## config.mk

```make
export PLATFORM = sky130hd
export DESIGN_NAME = inst_rom_ctrl
export DESIGN_NICKNAME = d
export VERILOG_FILES = /design/src/rtl/inst_rom_ctrl.sv
export SDC_FILE = /design/constraint.sdc
export NUM_CORES = 1
export LEC_CHECK = 0
export CORE_ASPECT_RATIO = 1.1
export CORE_MARGIN = 5
export CORE_UTILIZATION = 50
export DETAILED_ROUTE_END_ITERATION = 6
export GPL_ROUTABILITY_DRIVEN = 0
export PLACE_DENSITY = 0.79
export SYNTH_ARGS = -nofsm -noshare
export SYNTH_HDL_FRONTEND = slang
export SYNTH_SLANG_ARGS = --single-unit
```

## constraint.sdc

```tcl
create_clock -name clk -period 2.29 [get_ports clk]
set_input_delay 0.458 -clock clk [delete_from_list [all_inputs] [get_ports clk]]
set_output_delay 0.458 -clock clk [all_outputs]
set_load 0.02 [all_outputs]
```

## src/rtl/inst_rom_ctrl.sv

```systemverilog
// rtl/inst_rom_ctrl.sv - instruction fetch responder assembling 32-bit words from a byte-wide memory
// Keeps the last fetched word; a repeat fetch of the same PC is served with no memory traffic.
module inst_rom_ctrl #(
  parameter int          ADDR_W   = 17,
  parameter int          TIMEOUT  = 255,
  parameter logic [31:0] NOP_INST = 32'h00000013
) (
  input  logic              clk,
  input  logic              rst,
  input  logic [31:0]       rom_addr_i,
  input  logic              r_enable_i,
  output logic [31:0]       rom_data_o,
  output logic              rom_busy_o,
  output logic              rom_done_o,
  output logic              rom_err_o,
  output logic [ADDR_W-1:0] mem_addr_o,
  output logic              mem_re_o,
  input  logic [7:0]        mem_data_i,
  input  logic              mem_ready_i
);

  localparam int WAIT_W = (TIMEOUT < 2) ? 1 : $clog2(TIMEOUT + 1);
  localparam logic [WAIT_W-1:0] WAIT_LAST = WAIT_W'(TIMEOUT - 1);

  typedef enum logic [1:0] {
    IDLE  = 2'd0,
    FETCH = 2'd1,
    DONE  = 2'd2
  } state_t;

  state_t              state;
  state_t              state_next;
  logic [ADDR_W-3:0]   base_word;
  logic [ADDR_W-3:0]   tag;
  logic                valid;
  logic [1:0]          beat;
  logic [WAIT_W-1:0]   wait_cnt;
  logic [23:0]         word_buf;
  logic [31:0]         data_q;
  logic                err_flag;

  logic                hit;
  logic                miss;
  logic                start;
  logic                accept;
  logic                timeout_now;
  logic                wait_expired;

  assign hit          = valid && (rom_addr_i[ADDR_W-1:2] == tag);
  assign miss         = r_enable_i && !hit;
  assign wait_expired = (TIMEOUT != 0) && (wait_cnt == WAIT_LAST);

  // base is word aligned, so concatenating the beat index never needs a carry
  assign mem_addr_o = {base_word, beat};
  assign rom_data_o = data_q;

  always_comb begin
    state_next  = state;
    rom_busy_o  = 1'b0;
    rom_done_o  = 1'b0;
    rom_err_o   = 1'b0;
    mem_re_o    = 1'b0;
    start       = 1'b0;
    accept      = 1'b0;
    timeout_now = 1'b0;
    case (state)
      IDLE: begin
        // stall must be visible in the same cycle the miss appears
        rom_busy_o = miss && rst;
        if (miss) begin
          start      = 1'b1;
          state_next = FETCH;
        end
      end
      FETCH: begin
        rom_busy_o = 1'b1;
        mem_re_o   = 1'b1;
        if (mem_ready_i) begin
          accept = 1'b1;
          if (beat == 2'd3) begin
            state_next = DONE;
          end
        end else if (wait_expired) begin
          timeout_now = 1'b1;
          state_next  = DONE;
        end
      end
      DONE: begin
        rom_done_o = 1'b1;
        rom_err_o  = err_flag;
        state_next = IDLE;
      end
      default: begin
        state_next = IDLE;
      end
    endcase
  end

  always_ff @(posedge clk or negedge rst) begin
    if (!rst) begin
      state     <= IDLE;
      base_word <= '0;
      tag       <= '0;
      valid     <= 1'b0;
      beat      <= 2'd0;
      wait_cnt  <= '0;
      word_buf  <= '0;
      data_q    <= '0;
      err_flag  <= 1'b0;
    end else begin
      state <= state_next;
      if (start) begin
        base_word <= rom_addr_i[ADDR_W-1:2];
        beat      <= 2'd0;
        wait_cnt  <= '0;
      end
      if (accept) begin
        case (beat)
          2'd0:    word_buf[7:0]   <= mem_data_i;
          2'd1:    word_buf[15:8]  <= mem_data_i;
          2'd2:    word_buf[23:16] <= mem_data_i;
          default: begin
            data_q <= {mem_data_i, word_buf};
            tag    <= base_word;
            valid  <= 1'b1;
          end
        endcase
        beat     <= beat + 2'd1;
        wait_cnt <= '0;
      end else if (state == FETCH) begin
        wait_cnt <= wait_cnt + WAIT_W'(1);
      end
      if (timeout_now) begin
        data_q   <= NOP_INST;
        valid    <= 1'b0;
        err_flag <= 1'b1;
      end
      if (state == DONE) begin
        err_flag <= 1'b0;
      end
    end
  end

endmodule
```

## After elaboration in Yosys (flattened, before gate mapping)

Index checks and enable logic that the tools add are counted.

| operators by class | value |
|---|---|
| eq/ne operators | 11 |
| add/sub/neg operators | 2 |
| bitwise gates (word level) | 1 |
| reduce and logical (&&, ||, !) cells | 17 |
| mux-type cells | 29 |

Operator list:

| kind | number |
|---|---|
| 32-bit 2-to-1 mux | 3 |
| 8-bit 2-to-1 mux | 3 |
| 15-bit == test | 1 |
| 1-bit 2-to-1 mux | 15 |
| 2-bit 2-to-1 mux | 6 |
| 2-bit AND reduction | 5 |
| 8-bit by 1-bit adder with 8-bit output (second input constant) | 1 |
| 8-bit == test (second input constant) | 1 |
| 2-bit == test (second input constant) | 3 |
| 3-bit inequality test (second input constant) | 2 |
| 2-bit nonzero test | 3 |
| 2-bit by 1-bit == test with 1-bit output (second input constant) | 2 |
| 2-bit logical NOT | 2 |
| 2-bit one-hot mux with 2 select lines | 1 |
| 1-bit logical AND | 3 |
| 3-bit AND reduction | 1 |
| 3-bit nonzero test | 1 |
| 3-bit OR reduction | 1 |
| 2-bit by 1-bit adder with 2-bit output (second input constant) | 1 |
| 2-bit by 1-bit inequality test with 1-bit output (second input constant) | 1 |
| 2-bit inequality test (second input constant) | 1 |
| 1-bit one-hot mux with 2 select lines | 1 |
| 1-bit logical NOT | 1 |
| 1-bit inverter | 1 |

| storage, ports and cells | value |
|---|---|
| output and inout bits | 53 |
| input bits | 44 |
| register bits after elaboration | 100 |

## Depth between registers and ports, before layout

Gate-level depths: netlist of run 1.

| logic depth | value |
|---|---|
| depth after elaboration | 9 |
| mapped depth | 8 |

## Least setup slack after synthesis of run 1

No wires, ideal clock.

| path | value |
|---|---|
| kind | input-to-output |
| start | input rom_addr_i[2] |
| end | output rom_busy_o |
| buffers on the path | 0 |
| cell stages on the path | 4 |
| path slack | 0.515 ns |
| data arrival time | 1.317 ns |
| cells stage by stage | xnor2_1 > nand4_1 > nor4_4 > o31ai_1 |

| on the way | value |
|---|---|
| longest elaborated chain between the ends | 6 |

Ends and longest elaborated chain:

| element | RTL line | RTL |
|---|---|---|
| start, declared | 10 | `input logic [31:0] rom_addr_i,` |
| 15-bit == test | 49 | `assign hit = valid && (rom_addr_i[ADDR_W-1:2] == tag);` |
| 1-bit logical AND | 49 |  |
| 1-bit logical NOT | 50 | `assign miss = r_enable_i && !hit;` |
| 1-bit logical AND | 50 |  |
| 1-bit logical AND | 69 | `rom_busy_o = miss && rst;` |
| 1-bit one-hot mux with 2 select lines | 66 | `case (state)` |
| end, declared | 13 | `output logic rom_busy_o,` |

Every way passes these cells.

## Worst setup path in the final report of run 1

| path | value |
|---|---|
| start | register tag[5] |
| end | output rom_busy_o |

| on the way | value |
|---|---|
| longest elaborated chain between the ends | 6 |

Ends and longest elaborated chain:

| element | RTL line | RTL |
|---|---|---|
| start, declared | 34 | `logic [ADDR_W-3:0] tag;` |
| start signal, assigned | 124 | `tag <= base_word;` |
| 15-bit == test | 49 |  |
| 1-bit logical AND | 49 |  |
| 1-bit logical NOT | 50 |  |
| 1-bit logical AND | 50 |  |
| 1-bit logical AND | 69 |  |
| 1-bit one-hot mux with 2 select lines | 66 |  |

Every way passes these cells.

==> impl_metrics.env, run 1 <==
export IMPL_ant_nets=0
export IMPL_num_rows=35
export IMPL_timing_fmax_ghz=0.441
export IMPL_clkPwrFrac_pct=14.8
export IMPL_overflow=0
export IMPL_die_area_um2=10600
export IMPL_cts_root_buf="clkbuf_8"
export IMPL_nNetsFinal=527
export IMPL_status="complete, no violations"
export IMPL_slew_headroom_pct=53.2
export IMPL_syn_inst=391
export IMPL_drc=0
export IMPL_numCtsBuffers=9
export IMPL_synth_top_area_cell="dfrtp_1"
export IMPL_clock_skew_ps=13.8
export IMPL_cp_cell_sequence="xnor2_1, nand4_1, nor4_4, o31ai_2, buf_4"
export IMPL_antenna_cells=0
export IMPL_start_util_pct=51.2
export IMPL_dieHeight_um=107
export IMPL_ys_seq_elements=100
export IMPL_rsz0062_at_grt="true"
export IMPL_worst_slew_pin_slew_ps=701
export IMPL_synth_flop_cell="dfrtp_1"
export IMPL_fill_cells=655
export IMPL_timing_final_ws_setup_ps=20.2
export IMPL_post_cts_buffers=0
export IMPL_slew_violations=0
export IMPL_r2r_end="base_word[14]$_DFFE_PN0P_"
export IMPL_path_max_fanout=2
export IMPL_async_flop_share_pct=100
export IMPL_crit_start="tag[5]$_DFFE_PN0P_"
export IMPL_syn_nets=441
export IMPL_avgSynthCellArea_um2=11.0
export IMPL_clockBufferDepth=2
export IMPL_holdWs_ps=201
export IMPL_dr_first_iter_drc_count=126
export IMPL_worstSetupEndpoint="rom_busy_o"
export IMPL_switching_share_pct=37.0
export IMPL_required_ps=1830
export IMPL_p_per_area_nw_per_um2=1320
export IMPL_synth_warnings=0
export IMPL_grt_max_degree=56
export IMPL_antenna_found_initial=0
export IMPL_wl_per_cell_um=16.7
export IMPL_syn2layout_area_growth_pct=27.7
export IMPL_hold_viol_final=0
export IMPL_place_ws_ps=-467
export IMPL_p_seq_share_pct=42.8
export IMPL_synth_edf_count=0
export IMPL_cts_hold_buffers=0
export IMPL_arrival_ps=1810
export IMPL_hp_class="in2async"
export IMPL_crit_type="reg2out"
export IMPL_io_buffers=79
export IMPL_core_um2=8410
export IMPL_cts_sinks=100
export IMPL_clkTransAtPathRegs_ps=110
export IMPL_p_switching_w=0.00268
export IMPL_finalWirelength_mm=9.90
export IMPL_reg2reg_slack_ps=270
export IMPL_timing_rr_start="tag[5]$_DFFE_PN0P_"
export IMPL_p_leak_nw=2.48
export IMPL_grt_pass1_vias=3397
export IMPL_yosys_top_cells_area="dfrtp_1, nand2_1, mux2_2"
export IMPL_synth_cell_types=39
export IMPL_tns_ps=0
export IMPL_pwr_share_comb_pct=42.4
export IMPL_p_int_w=0.00457
export IMPL_ys_top_cells_by_count="nand2_1, dfrtp_1, o21ai_0"
export IMPL_cap_violations=0
export IMPL_firstDrtPassIters=4
export IMPL_design_portCount=97
export IMPL_critPathMaxStageDelay_ps=420
export IMPL_peakVddDrop_mv=0.722
export IMPL_period_share_pct=99.1
export IMPL_finalPower_w=0.00725
export IMPL_die_x_um=98.5
export IMPL_layout_min_cycle_time_ps=2270
export IMPL_via_per_inst=5.29
export IMPL_cp_slowest_cell="dfrtp_1"
export IMPL_seq_area_frac_synth_pct=58.1
export IMPL_drive_above_1_share_pct=17.2
export IMPL_cp_start_kind="flip-flop"
export IMPL_crit_path_end_kind="output pin"
export IMPL_grt_usage_pct=19.9
export IMPL_netlist_area_leader_share_pct=58.1
export IMPL_setup_viol=0
export IMPL_htreeDepth=3
export IMPL_dp_hpwl_mm=6.88
export IMPL_cts_tree="yes"
export IMPL_r2r_cells=7
export IMPL_clk_latency_ps=360
export IMPL_vias=3137
export IMPL_grt_pass1_wl_mm=16.8
export IMPL_synth_most_common_cell="nand2_1"
export IMPL_netlist_area_um2=4310
what timing repair did:
| item | 4_1_cts | 5_1_grt |
|---|---|---|
| gates resized for setup | 19 | 4 |
| pin swaps | 5 | 4 |
| endpoints found under the setup margin | 2 | 1 |
power groups by stage:
| stage | combinational [W] | sequential [W] | clock, W |
|---|---|---|---|
| CTS | 0.00312 | 0.00310 | 0.00109 |
| global route | 0.00334 | 0.00321 | 0.00116 |
| global placement | 0.00301 | 0.00308 | 0 |
| floorplan | 0.00129 | 0.00352 | 0 |
| detailed placement | 0.00311 | 0.00312 | 0 |
| finish | 0.00308 | 0.00310 | 0.00107 |
flip-flops by register name, summed over array words and instances, names as in the netlist:
name / cells
word_buf: 24
tag: 15
valid: 1
err_flag: 1
base_word: 15
rom_data_o: 32
beat: 2
state: 2
wait_cnt: 8
through the flow:
step	std cells	instance area, um^2	util (%)
after global routing	593	5500	65.4
after global placement	577	5310	63.2
after floorplan	391	4310	-
after detailed placement	577	5310	63.2
final	593	5500	65.4
after CTS	593	5490	65.3
layout make-up:
class                   instances  area (um^2)  area share (%)
flip-flops and latches        100         2500            45.5
multi-input cells             266         1710            31.1
repair buffers                 92          930            16.9
clock buffers                  11          141            2.57
well taps                     111          139            2.52
clock inverters                 5         48.8           0.887
inverters                       8         30.0           0.546
worst max-delay path, delay by kind of cell (launching register included):
kind	cells	cell delay, ps
xor+xnor	1	170
simple gates	2	590
buf+inv	1	170
flops	1	420
compound gates	1	100
cell families (layout without fill, tap and decap cells):
logic type / after synthesis / in the layout / synth area share [%]
flops: 100 / 100 / 58.1
simple gates: 156 / 156 / 16.1
xor+xnor: 15 / 15 / 3.05
buf+inv: 25 / 116 / 2.79
fa+ha+maj: 6 / 6 / 1.74
compound gates: 49 / 49 / 6.48
mux: 40 / 40 / 11.7
worst min path at each step:
stage | startpoint | end | slack, ps | depth (start not counted)
after CTS | rst | base_word[7]$_DFFE_PN0P_ | 210 | 2
after floorplan | rst | base_word[0]$_DFFE_PN0P_ | 160 | 0
after global routing | rst | base_word[3]$_DFFE_PN0P_ | 240 | 2
final | rst | word_buf[20]$_DFFE_PN0P_ | 200 | 2
after detailed placement | word_buf[14]$_DFFE_PN0P_ | rom_data_o[14]$_DFFE_PN0P_ | 470 | 2
after global placement | word_buf[16]$_DFFE_PN0P_ | rom_data_o[16]$_DFFE_PN0P_ | 460 | 2
placed cells by master, fill, tap and decap left out, types with 2 or more instances in the layout:
cell type	count
nand2_2	3
clkinvlp_4	2
inv_1	7
dlymetal6s2s_1	4
buf_12	4
o21a_1	2
and3_1	2
ha_1	6
nand3_1	4
or4_1	2
and2_1	2
nand4_1	4
nand2b_1	4
clkdlybuf4s50_1	62
or2_2	2
o311ai_0	2
nor2_1	11
nand2_1	110
o21ai_0	32
dfrtp_1	100
nor3_1	4
a21oi_1	4
o211ai_1	3
nor3_4	2
buf_4	11
xnor2_1	15
clkbuf_8	10
mux2_4	15
dlygate4sd2_1	11
clkinv_4	2
a31oi_1	2
mux2_2	24
metal layers:
layer  global-route usage [%]  vias up  routed length [um]
met5                        0        -                   0
met4                     6.34        0                 133
met3                     5.31       15                 550
met2                     33.7       83                5000
met1                     24.7     1569                4220
li1                         -     1470                   -
Note: power is estimated with default switching activity, not from simulation.
==> run 2: changes to the inputs <==
--- a/config.mk
+++ b/config.mk
@@ -5,11 +5,9 @@
 export SDC_FILE = /design/constraint.sdc
 export NUM_CORES = 1
 export LEC_CHECK = 0
-export CORE_ASPECT_RATIO = 1.1
 export CORE_MARGIN = 5
 export CORE_UTILIZATION = 50
 export DETAILED_ROUTE_END_ITERATION = 6
-export GPL_ROUTABILITY_DRIVEN = 0
 export PLACE_DENSITY = 0.79
 export SYNTH_ARGS = -nofsm -noshare
 export SYNTH_HDL_FRONTEND = slang
==> impl_metrics.env, run 2 (same netlist as run 1, synthesis figures left out) <==
export IMPL_nNetsFinal=528
export IMPL_switching_share_pct=37.1
export IMPL_largest_reg_flops=32
export IMPL_p_per_area_nw_per_um2=1320
export IMPL_grt_pass1_vias=3156
export IMPL_cp_start_kind="flip-flop"
export IMPL_p_leak_nw=2.48
export IMPL_die_x_um=103
export IMPL_cts_hold_buffers=0
export IMPL_cp_slowest_cell="clkdlybuf4s50_1"
export IMPL_peakVddDrop_mv=0.704
export IMPL_path_max_fanout=4
export IMPL_layout_min_cycle_time_ps=2210
export IMPL_p_switching_w=0.00269
export IMPL_overflow=0
export IMPL_setup_viol=0
export IMPL_dp_hpwl_mm=6.67
export IMPL_slew_headroom_pct=48.7
export IMPL_worst_path_stages=3
export IMPL_clkTransAtPathRegs_ps=120
export IMPL_htreeDepth=3
export IMPL_ant_nets=0
export IMPL_drc=0
export IMPL_core_um2=8300
export IMPL_rsz0062_at_grt="false"
export IMPL_crit_family="buffers and inverters"
export IMPL_worst_slew_pin_slew_ps=769
export IMPL_cts_sinks=100
export IMPL_r2r_end="base_word[12]$_DFFE_PN0P_"
export IMPL_drive_above_1_share_pct=17.4
export IMPL_final_common_cell="nand2_1"
export IMPL_timing_rr_start="tag[12]$_DFFE_PN0P_"
export IMPL_p_int_w=0.00456
export IMPL_critPathMaxStageDelay_ps=600
export IMPL_vias=3113
export IMPL_crit_path_end_kind="output pin"
export IMPL_hold_viol_final=0
export IMPL_grt_pass1_wl_mm=15.7
export IMPL_grt_usage_pct=19.0
export IMPL_tns_ps=0
export IMPL_hp_class="in2async"
export IMPL_crit_type="reg2out"
export IMPL_timing_fmax_ghz=0.452
export IMPL_final_cell_mix="nand2_1, dfrtp_1, clkdlybuf4s50_1"
export IMPL_finalInstanceArea_um2=5480
export IMPL_arrival_ps=1750
export IMPL_cap_violations=0
export IMPL_syn2layout_area_growth_pct=27.2
export IMPL_numCtsBuffers=9
export IMPL_finalWirelength_mm=9.54
export IMPL_antenna_found_initial=0
export IMPL_clkPwrFrac_pct=15.0
export IMPL_period_share_pct=96.6
export IMPL_clockBufferDepth=2
export IMPL_holdWs_ps=151
export IMPL_num_rows=33
export IMPL_cts_root_buf="clkbuf_8"
export IMPL_multi_input_area_um2=1710
export IMPL_die_area_um2=10600
export IMPL_p_seq_share_pct=42.7
export IMPL_grt_max_degree=64
export IMPL_antenna_cells=0
export IMPL_slew_violations=0
export IMPL_dpl_cell_area_um2=5290
export IMPL_cts_tree="yes"
export IMPL_pwr_share_comb_pct=42.3
export IMPL_design_portCount=97
export IMPL_start_util_pct=51.9
export IMPL_cp_cell_sequence="nor2b_1, and2_1, clkdlybuf4s50_1"
export IMPL_routabilityCongestion=0.810
export IMPL_wl_per_cell_um=16.2
export IMPL_firstDrtPassIters=4
export IMPL_dieHeight_um=103
export IMPL_status="complete, no violations"
export IMPL_dr_first_iter_drc_count=113
export IMPL_reg2reg_slack_ps=370
export IMPL_clk_latency_ps=370
export IMPL_fill_cells=657
export IMPL_required_ps=1830
export IMPL_io_buffers=79
export IMPL_path_buf_inv=1
export IMPL_seqCellArea_um2=2500
export IMPL_clock_skew_ps=20.8
export IMPL_r2r_cells=7
export IMPL_via_per_inst=5.29
-- run 2: cell count changes in the layout (fill, tap and decap cells not counted), sizes merged --
cell / delta
clkinv: -1
inv: +3
clkbuf: -2
buf: +1
-- run 2: worst max-delay path by stage --
stage	start	end
floorplan	rom_addr_i[2]	rom_busy_o
global placement	rom_addr_i[3]	rom_busy_o
detailed placement	rom_addr_i[7]	rom_busy_o
CTS	rom_addr_i[3]	rom_busy_o
global route	state[0]$_DFFE_PN0P_	rom_err_o
finish	state[0]$_DFFE_PN0P_	rom_err_o
-- run 2: per-layer routing --
layer,track usage (%),wire length [um],up-vias
li1,-,-,1474
met5,0,0,-
met1,25.1,4190,1546
met3,3.59,423,19
met4,7.27,201,0
met2,31.3,4730,74
-- run 2: power by group through the flow --
stage               Combinational [W]  Sequential (W)  Clock, W
global placement              0.00301         0.00308         0
CTS                           0.00310         0.00309   0.00110
global route                  0.00332         0.00320   0.00117
finish                        0.00307         0.00310   0.00108
detailed placement            0.00310         0.00311         0
floorplan                     0.00129         0.00352         0
-- run 2: cell type report --
type / instances / share of cell area [%]
Sequential cell: 100 / 45.7
Tap cell: 105 / 2.40
Clock inverter: 7 / 1.26
Multi-Input combinational cell: 266 / 31.2
Inverter: 8 / 0.548
Clock buffer: 9 / 2.26
Timing Repair Buffer: 93 / 16.7
-- run 2: repair_timing --
item                       CTS  global route
setup endpoints to repair    1             1
hold endpoints to repair     0             0
pin swaps                    6             6
resized for setup           16             6
setup buffers                0             0
-- run 2: metrics by stage --
| step | power (W) | setup WS, ps | std cells | util (%) |
|---|---|---|---|---|
| after CTS | 0.00729 | 40.4 | 588 | 65.8 |
| after detailed placement | 0.00621 | -426 | 572 | 63.7 |
| after floorplan | 0.00481 | 515 | 391 | - |
| final | 0.00724 | 77.6 | 588 | 66.0 |
| after global placement | 0.00609 | -424 | 572 | 63.7 |
| after global routing | 0.00768 | 1.23 | 588 | 66.0 |
